--- src/rtl/pow2_sum_normalizer.sv ---
// pow2_sum_normalizer
//   Accumulates one vector of unsigned exponential terms into a saturating
//   ACC_WIDTH-bit sum, then normalizes it by left shifting until the MSB is
//   set. The result is a leading-one-stripped mantissa plus exponent.
//
// Optional feature macro: SUM_ROUND_EN
//   Defined:   the mantissa is rounded to nearest, ties away from zero. One
//              extra NORM cycle is spent before OUT.
//   Undefined: the mantissa is truncated.
//
// Ports
//   clk, rst_n          clock (rising edge), synchronous active-low reset
//   in_valid/in_ready   term handshake; in_data term, in_last ends the vector
//   out_valid/out_ready result handshake
//   mant_out            fraction bits below the leading one, left-aligned
//   exp_out             floor(log2(sum)), 0 for a zero sum
//   zero_out            sum was zero
//   sat_out             accumulator saturated (or rounding overflowed)
module pow2_sum_normalizer #(
  parameter int IN_WIDTH   = 8,
  parameter int ACC_WIDTH  = 16,
  parameter int MANT_WIDTH = 8,
  parameter int EXP_WIDTH  = 4
) (
  input  logic                  clk,
  input  logic                  rst_n,
  input  logic                  in_valid,
  output logic                  in_ready,
  input  logic [IN_WIDTH-1:0]   in_data,
  input  logic                  in_last,
  output logic                  out_valid,
  input  logic                  out_ready,
  output logic [MANT_WIDTH-1:0] mant_out,
  output logic [EXP_WIDTH-1:0]  exp_out,
  output logic                  zero_out,
  output logic                  sat_out
);

  localparam int FW = ACC_WIDTH - 1;  // bits below the leading one
  localparam logic [EXP_WIDTH-1:0] EXP_MAX = EXP_WIDTH'(ACC_WIDTH - 1);

  typedef enum logic [1:0] {ACCUM, NORM, OUT} state_t;

  state_t                  state, state_nxt;
  logic [ACC_WIDTH-1:0]    acc;
  logic [EXP_WIDTH-1:0]    shamt;
  logic                    sat;
  logic [MANT_WIDTH-1:0]   mant_q;
  logic [EXP_WIDTH-1:0]    exp_q;
  logic                    zero_q, sat_q;

  logic [ACC_WIDTH:0]      sum_ext;
  logic [MANT_WIDTH-1:0]   mant_t;
  logic [EXP_WIDTH-1:0]    exp_t;
  logic                    acc_zero, acc_msb;

  // One extra bit of headroom catches overflow of the true sum.
  assign sum_ext  = {1'b0, acc} + (ACC_WIDTH+1)'(in_data);
  assign acc_zero = (acc == '0);
  assign acc_msb  = acc[ACC_WIDTH-1];
  assign exp_t    = EXP_MAX - shamt;

  // Mantissa: bits directly below the leading one, zero-padded when the
  // accumulator has fewer fraction bits than the mantissa.
  for (genvar i = 0; i < MANT_WIDTH; i++) begin : g_mant
    if (FW - 1 - i >= 0) begin : g_bit
      assign mant_t[MANT_WIDTH-1-i] = acc[FW-1-i];
    end else begin : g_pad
      assign mant_t[MANT_WIDTH-1-i] = 1'b0;
    end
  end

`ifdef SUM_ROUND_EN
  logic                  rnd;     // second NORM phase: rounding cycle
  logic                  rbit;    // first bit dropped below the mantissa
  logic [MANT_WIDTH:0]   mant_inc;

  if (FW - 1 - MANT_WIDTH >= 0) begin : g_rbit
    assign rbit = acc[FW-1-MANT_WIDTH];
  end else begin : g_norbit
    assign rbit = 1'b0;
  end

  assign mant_inc = {1'b0, mant_t} + (MANT_WIDTH+1)'(rbit);
`endif

  // State register
  always_ff @(posedge clk) begin
    if (!rst_n) state <= ACCUM;
    else        state <= state_nxt;
  end

  // Next-state logic
  always_comb begin
    state_nxt = state;
    case (state)
      ACCUM: if (in_valid && in_last) state_nxt = NORM;
      NORM: begin
        if (acc_zero) state_nxt = OUT;
`ifdef SUM_ROUND_EN
        else if (acc_msb && rnd) state_nxt = OUT;
`else
        else if (acc_msb) state_nxt = OUT;
`endif
      end
      OUT:   if (out_ready) state_nxt = ACCUM;
      default: state_nxt = ACCUM;
    endcase
  end

  // Output decode from the state register only
  always_comb begin
    in_ready  = (state == ACCUM);
    out_valid = (state == OUT);
  end

  assign mant_out = mant_q;
  assign exp_out  = exp_q;
  assign zero_out = zero_q;
  assign sat_out  = sat_q;

  // Datapath
  always_ff @(posedge clk) begin
    if (!rst_n) begin
      acc    <= '0;
      shamt  <= '0;
      sat    <= 1'b0;
      mant_q <= '0;
      exp_q  <= '0;
      zero_q <= 1'b0;
      sat_q  <= 1'b0;
`ifdef SUM_ROUND_EN
      rnd    <= 1'b0;
`endif
    end else begin
      case (state)
        ACCUM: begin
          if (in_valid) begin
            if (sum_ext[ACC_WIDTH]) begin
              acc <= '1;
              sat <= 1'b1;
            end else begin
              acc <= sum_ext[ACC_WIDTH-1:0];
            end
          end
        end
        NORM: begin
          if (acc_zero) begin
            zero_q <= 1'b1;
            mant_q <= '0;
            exp_q  <= '0;
            sat_q  <= sat;
          end else if (!acc_msb) begin
            acc   <= acc << 1;
            shamt <= shamt + 1'b1;
          end else begin
`ifdef SUM_ROUND_EN
            if (!rnd) begin
              rnd <= 1'b1;
            end else if (mant_inc[MANT_WIDTH]) begin
              // Rounding carried into the leading one.
              if (exp_t == EXP_MAX) begin
                mant_q <= '1;
                exp_q  <= exp_t;
                sat_q  <= 1'b1;
              end else begin
                mant_q <= '0;
                exp_q  <= exp_t + 1'b1;
                sat_q  <= sat;
              end
            end else begin
              mant_q <= mant_inc[MANT_WIDTH-1:0];
              exp_q  <= exp_t;
              sat_q  <= sat;
            end
`else
            mant_q <= mant_t;
            exp_q  <= exp_t;
            sat_q  <= sat;
`endif
          end
        end
        OUT: begin
          if (out_ready) begin
            acc    <= '0;
            shamt  <= '0;
            sat    <= 1'b0;
            mant_q <= '0;
            exp_q  <= '0;
            zero_q <= 1'b0;
            sat_q  <= 1'b0;
`ifdef SUM_ROUND_EN
            rnd    <= 1'b0;
`endif
          end
        end
        default: ;
      endcase
    end
  end

endmodule

--- config.mk ---
export PLATFORM = sky130hd
export DESIGN_NAME = pow2_sum_normalizer
export DESIGN_NICKNAME = d
export VERILOG_FILES = /design/src/rtl/pow2_sum_normalizer.sv
export SDC_FILE = /design/constraint.sdc
export NUM_CORES = 1
export LEC_CHECK = 0
export CORE_ASPECT_RATIO = 0.9
export CORE_MARGIN = 4
export CORE_UTILIZATION = 55
export DETAILED_ROUTE_END_ITERATION = 6
export PLACE_DENSITY = 0.89
export SLEW_MARGIN = 5
export SYNTH_ARGS = -nofsm -noshare
export SYNTH_HDL_FRONTEND = slang
export SYNTH_SLANG_ARGS = --single-unit
--- constraint.sdc ---
create_clock -name clk -period 5.5 [get_ports clk]
set_input_delay 1.65 -clock clk [delete_from_list [all_inputs] [get_ports clk]]
set_output_delay 1.65 -clock clk [all_outputs]
set_load 0.05 [all_outputs]
### After elaboration in Yosys (flattened, before gate mapping)

Index checks and enable logic that the tools add are counted.

* register bits after elaboration: 37
* input port bits: 13
* output and inout bits: 16
* logic and storage cells: 66

* $add $sub $neg: 3
* equality and inequality tests: 10
* muxes and demuxes: 31
* reduce and logical (&&, ||, !) cells: 13

Operators by type and width (count)
* $mux W16: 5
* $pmux W16 S3: 1
* $mux W8: 3
* $mux W4: 5
* $add A16 B8 Y17: 1
* $logic_not A16 Y1: 1
* $pmux W4 S2: 2
* $pmux W8 S2: 1
* $reduce_and A4 Y1: 3
* $reduce_and A3 Y1: 3
* $mux W2: 4
* $ne A2 B2 Y1 const B: 4
* $mux W1: 6
* $ne A2 B1 Y1 const B: 3
* $pmux W1 S2: 3
* $pmux W2 S3: 1
* $reduce_and A5 Y1: 1
* $add A4 B1 Y4 const B: 1
* $reduce_bool A2 Y1: 2
* $sub A4 B4 Y4 const A: 1
* $ne A3 B3 Y1 const B: 1
* $reduce_bool A3 Y1: 1
* $eq A2 B1 Y1 const B: 1
* $eq A2 B2 Y1 const B: 1
* 2 further kinds: 2

### Depth between registers and ports, before layout

* depth after elaboration: 4
* gate-level depth with buffers: 10
* mapped depth without buffers: 8

### Least setup slack after synthesis

Ideal clock, no wire load.

* path kind: in2reg
* from: in in_data[0]
* to: reg acc[12]
* library setup time: 124 ps
* arrival: 3505 ps
* data required time: 5376 ps
* slack: 1870 ps
* stages: 8
* buffers on the path: 0
* path through: ha_1 -> fa_1 -> a211oi_1 -> o211a_1 -> or2_2 -> mux2_2 -> a221oi_1 -> a21oi_1

* word-level cells in the longest chain between the ends: 4

Ends and longest elaborated chain
* from (decl): RTL line 29 `input logic [IN_WIDTH-1:0] in_data,`
* $add A16 B8 Y17: RTL line 58 `assign sum_ext = {1'b0, acc} + (ACC_WIDTH+1)'(in_data);`
* $mux W16: RTL line 139 `if (sum_ext[ACC_WIDTH]) begin`
* $mux W16: RTL line 138 `if (in_valid) begin`
* $pmux W16 S3: RTL line 136 `case (state)`
* to (signal assigned): RTL line 143 `acc <= sum_ext[ACC_WIDTH-1:0];`
* to (signal assigned): RTL line 154 `acc <= acc << 1;`
* to (decl): RTL line 45 `logic [ACC_WIDTH-1:0] acc;`

Every way passes these cells. The select of a mux whose other input is x is not followed.
A chain may end at the register's enable or synchronous reset.

### Worst setup path after layout

Same ends and word-level chain as after synthesis.

==> impl_metrics.csv <==
group,metric,value,unit
status,outcome,"complete, no violations",
synthesis,synth_xor_area_share,2.61,%
critical_path,slowest_stage,"fa_1",
timing,max_freq,253,MHz
route,drc,0,
placed_design,routabilityCongestion,0.887,
clock_network,cts.sinks,37,
synthesis,synth_mux_area_share,1.81,%
synthesis,yosysWarnings,0,
final_layout,n_antenna_cell,0,
placed_design,placed_cells,355,
pwr,p_per_area,559,mW/mm^2
synthesis,ys_types,55,
clock_network,ctsHoldBuffers,0,
global_route,grt.overflow.total,0,
pwr,irDropWorstVdd,374,uV
timing,skew,0.00787,ns
placed_design,place_area,0.00261,mm^2
global_route,grtUsageTotal,20.8,%
global_route,grt_pass1_wl,9310,um
route,via_per_inst,6.38,
route,vias,2317,
route,antenna_left,0,
route,wirelength,5570,um
floorplan,ioPinCount,29,
timing,period_needed,3.95,ns
final_layout,drive_gt1_share,6.67,%
critical_path,path_class,"in -> reg",
floorplan,dieArea,0.00538,mm^2
synthesis,async_flop_share,0,%
critical_path,cp_data_arrival_time,4.11,ns
synthesis,syn_inst,295,
timing,setup_viol,0,
clock_network,cts_root_buffer,"clkbuf_8",
synthesis,synth_flop_cell,"dfxtp_1",
final_layout,final_cells,363,
synthesis,synth_top_family_by_area,"compound AO/OA/AOI/OAI gates",
floorplan,fp.dieH,70.0,um
timing,rsz0062_at_grt,"false",
synthesis,synth_seq_cells,37,
synthesis,synth.avg_cell_area,7.95,um^2
critical_path,critPathRequiredTime,5.66,ns
clock_network,h-tree-depth,2,
global_route,grt_max_degree,27,
timing,period_share,71.8,%
final_layout,final_area,0.00273,mm^2
synthesis,synth_compound_area_share,29.9,%
global_route,grt_pass1_vias,2078,
critical_path,path_cells,"clkdlybuf4s50_1 > ha_1 > fa_1 > a211oi_1 > o211a_1 > or2_2 > mux2_2 > a221oi_1 > a21oi_1",
critical_path,cp_max_fo,4,
floorplan,start_util,57.2,%
timing,hold_violations,0,
synthesis,synth_nets,322,
timing,drv_slew,0,
clock_network,cts_buffer_depth,2,
clock_network,cts-resized-gates,0,
clock_network,numCtsBuffers,5,
synthesis,synth-simple-area-share,20.5,%
synthesis,yosysSeqAreaShare,31.6,%
timing,slew_headroom,38.9,%
final_layout,areaGrowthSynthToFinish,16.3,%
route,first_iter_violations,248,
clock_network,cts_tree,"done",
critical_path,start_kind,"primary input",
timing,worstMarginPinSlew,0.908,ns
clock_network,cts_setup_buffers,0,
critical_path,crit_family,"compound AO/OA/AOI/OAI gates",
critical_path,max_stage_delay,0.43,ns
synthesis,synth_fa_ha_area_share,7.79,%
placed_design,hpwl,3920,um
floorplan,dieWidth,76.8,um
synthesis,netlist_area,0.00235,mm^2
route,first_pass_iters,5,
global_route,antenna_found_initial,0,
placed_design,portBuffers,28,
final_layout,nets,341,
floorplan,core-area,0.00410,mm^2
pwr,leakagePower,1.03,nW
synthesis,synth_edf_count,0,
floorplan,row_count,22,
worst_hold_path,hp-class,"reg -> reg",
critical_path,end_kind,"flip-flop",
run,maxCapViolCount,0,
clock_network,insertion_delay,0.30,ns
critical_path,rrSetupSlack,2.46,ns
route,wl_per_cell,15.3,um
clock_network,clk_transition_reported_paths,0.08,ns
timing,tns,0,ns
critical_path,crit_buf_inv,1,
## cell type report
type | instances | area (um^2)
inverter | 9 | 33.8
clock buffer | 5 | 68.8
clock inverter | 3 | 46.3
fill | 350 | 1370
multi-input combinational | 229 | 1470
timing repair buffer | 32 | 310
tap | 48 | 60.1
sequential | 37 | 741
## per-stage QoR
| step | utilization [%] | setup slack (ns) | hold slack [ns] | total power [mW] |
|---|---|---|---|---|
| after floorplan | - | 1.87 | 0.436 | 1.10 |
| final | 66.5 | 1.55 | 0.466 | 1.52 |
| after CTS | 66.5 | 1.56 | 0.464 | 1.51 |
| after detailed placement | 63.7 | 1.24 | 0.451 | 1.27 |
| after global placement | 63.7 | 1.31 | 0.449 | 1.25 |
| after global routing | 66.5 | 1.33 | 0.484 | 1.62 |
## registers in the layout, indices dropped and copies added (netlist names)
name and count:
acc 16, zero_out 1, sat 1, sat_out 1, state 2, exp_out 4, mant_out 8, shamt 4
## layer usage
| metal | up-vias | GRT usage (%) | share of wire [%] |
|---|---|---|---|
| li1 | 1135 | - | - |
| met1 | 1056 | 26.8 | 44 |
| met2 | 108 | 33.8 | 46 |
| met3 | 18 | 5.41 | 8.3 |
| met4 | 0 | 6.44 | 1.7 |
| met5 | - | 0 | 0 |
## placed cells by master (no fill, tap or decap), types with 6 or more instances in the layout
cell type	n
a21o_1	7
a21oi_1	27
and3_1	8
clkdlybuf4s50_1	28
dfxtp_1	37
ha_1	13
inv_1	9
nand2_1	29
nand3_1	18
nor2_1	13
nor3_1	6
o21ai_0	29
o31ai_1	8
## kinds of logic after synthesis
group,count (synthesis)
AND/OR/NAND/NOR,95
buffers and inverters,29
AO/OA/AOI/OAI,109
XOR/XNOR,7
flip-flops,37
multiplexers,4
adder cells (fa/ha/maj),14
## power breakdown
group | switching (mW) | internal [mW]
sequential | 0.0911 | 0.343
clock | 0.106 | 0.136
combinational | 0.542 | 0.306
total | 0.740 | 0.785
## tightest hold or removal path, stage by stage (launching register included)
cell     delay, ns
dfxtp_1       0.32
nand2_1       0.07
a21oi_2       0.04
## cell usage after synthesis, types with 7 or more instances
master	number	area (um^2)
nor2_1	13	48.8
inv_1	9	33.8
o31ai_1	8	60.1
nand3_1	18	90.1
and3_1	8	50.1
nand2_1	29	109
a21o_1	7	52.6
dfxtp_1	37	741
clkbuf_1	12	45.0
a21oi_1	27	135
o21ai_0	29	145
ha_1	13	163
## path summary, 6_finish.rpt
path | start | to | depth (start not counted)
max | in_data[0] | acc[12] | 9
min | sat_out | sat_out | 2
max reg2reg | state[0] | acc[10] | 8
min reg2reg | sat_out | sat_out | 2
No activity file was read; power rests on OpenSTA's default activity.
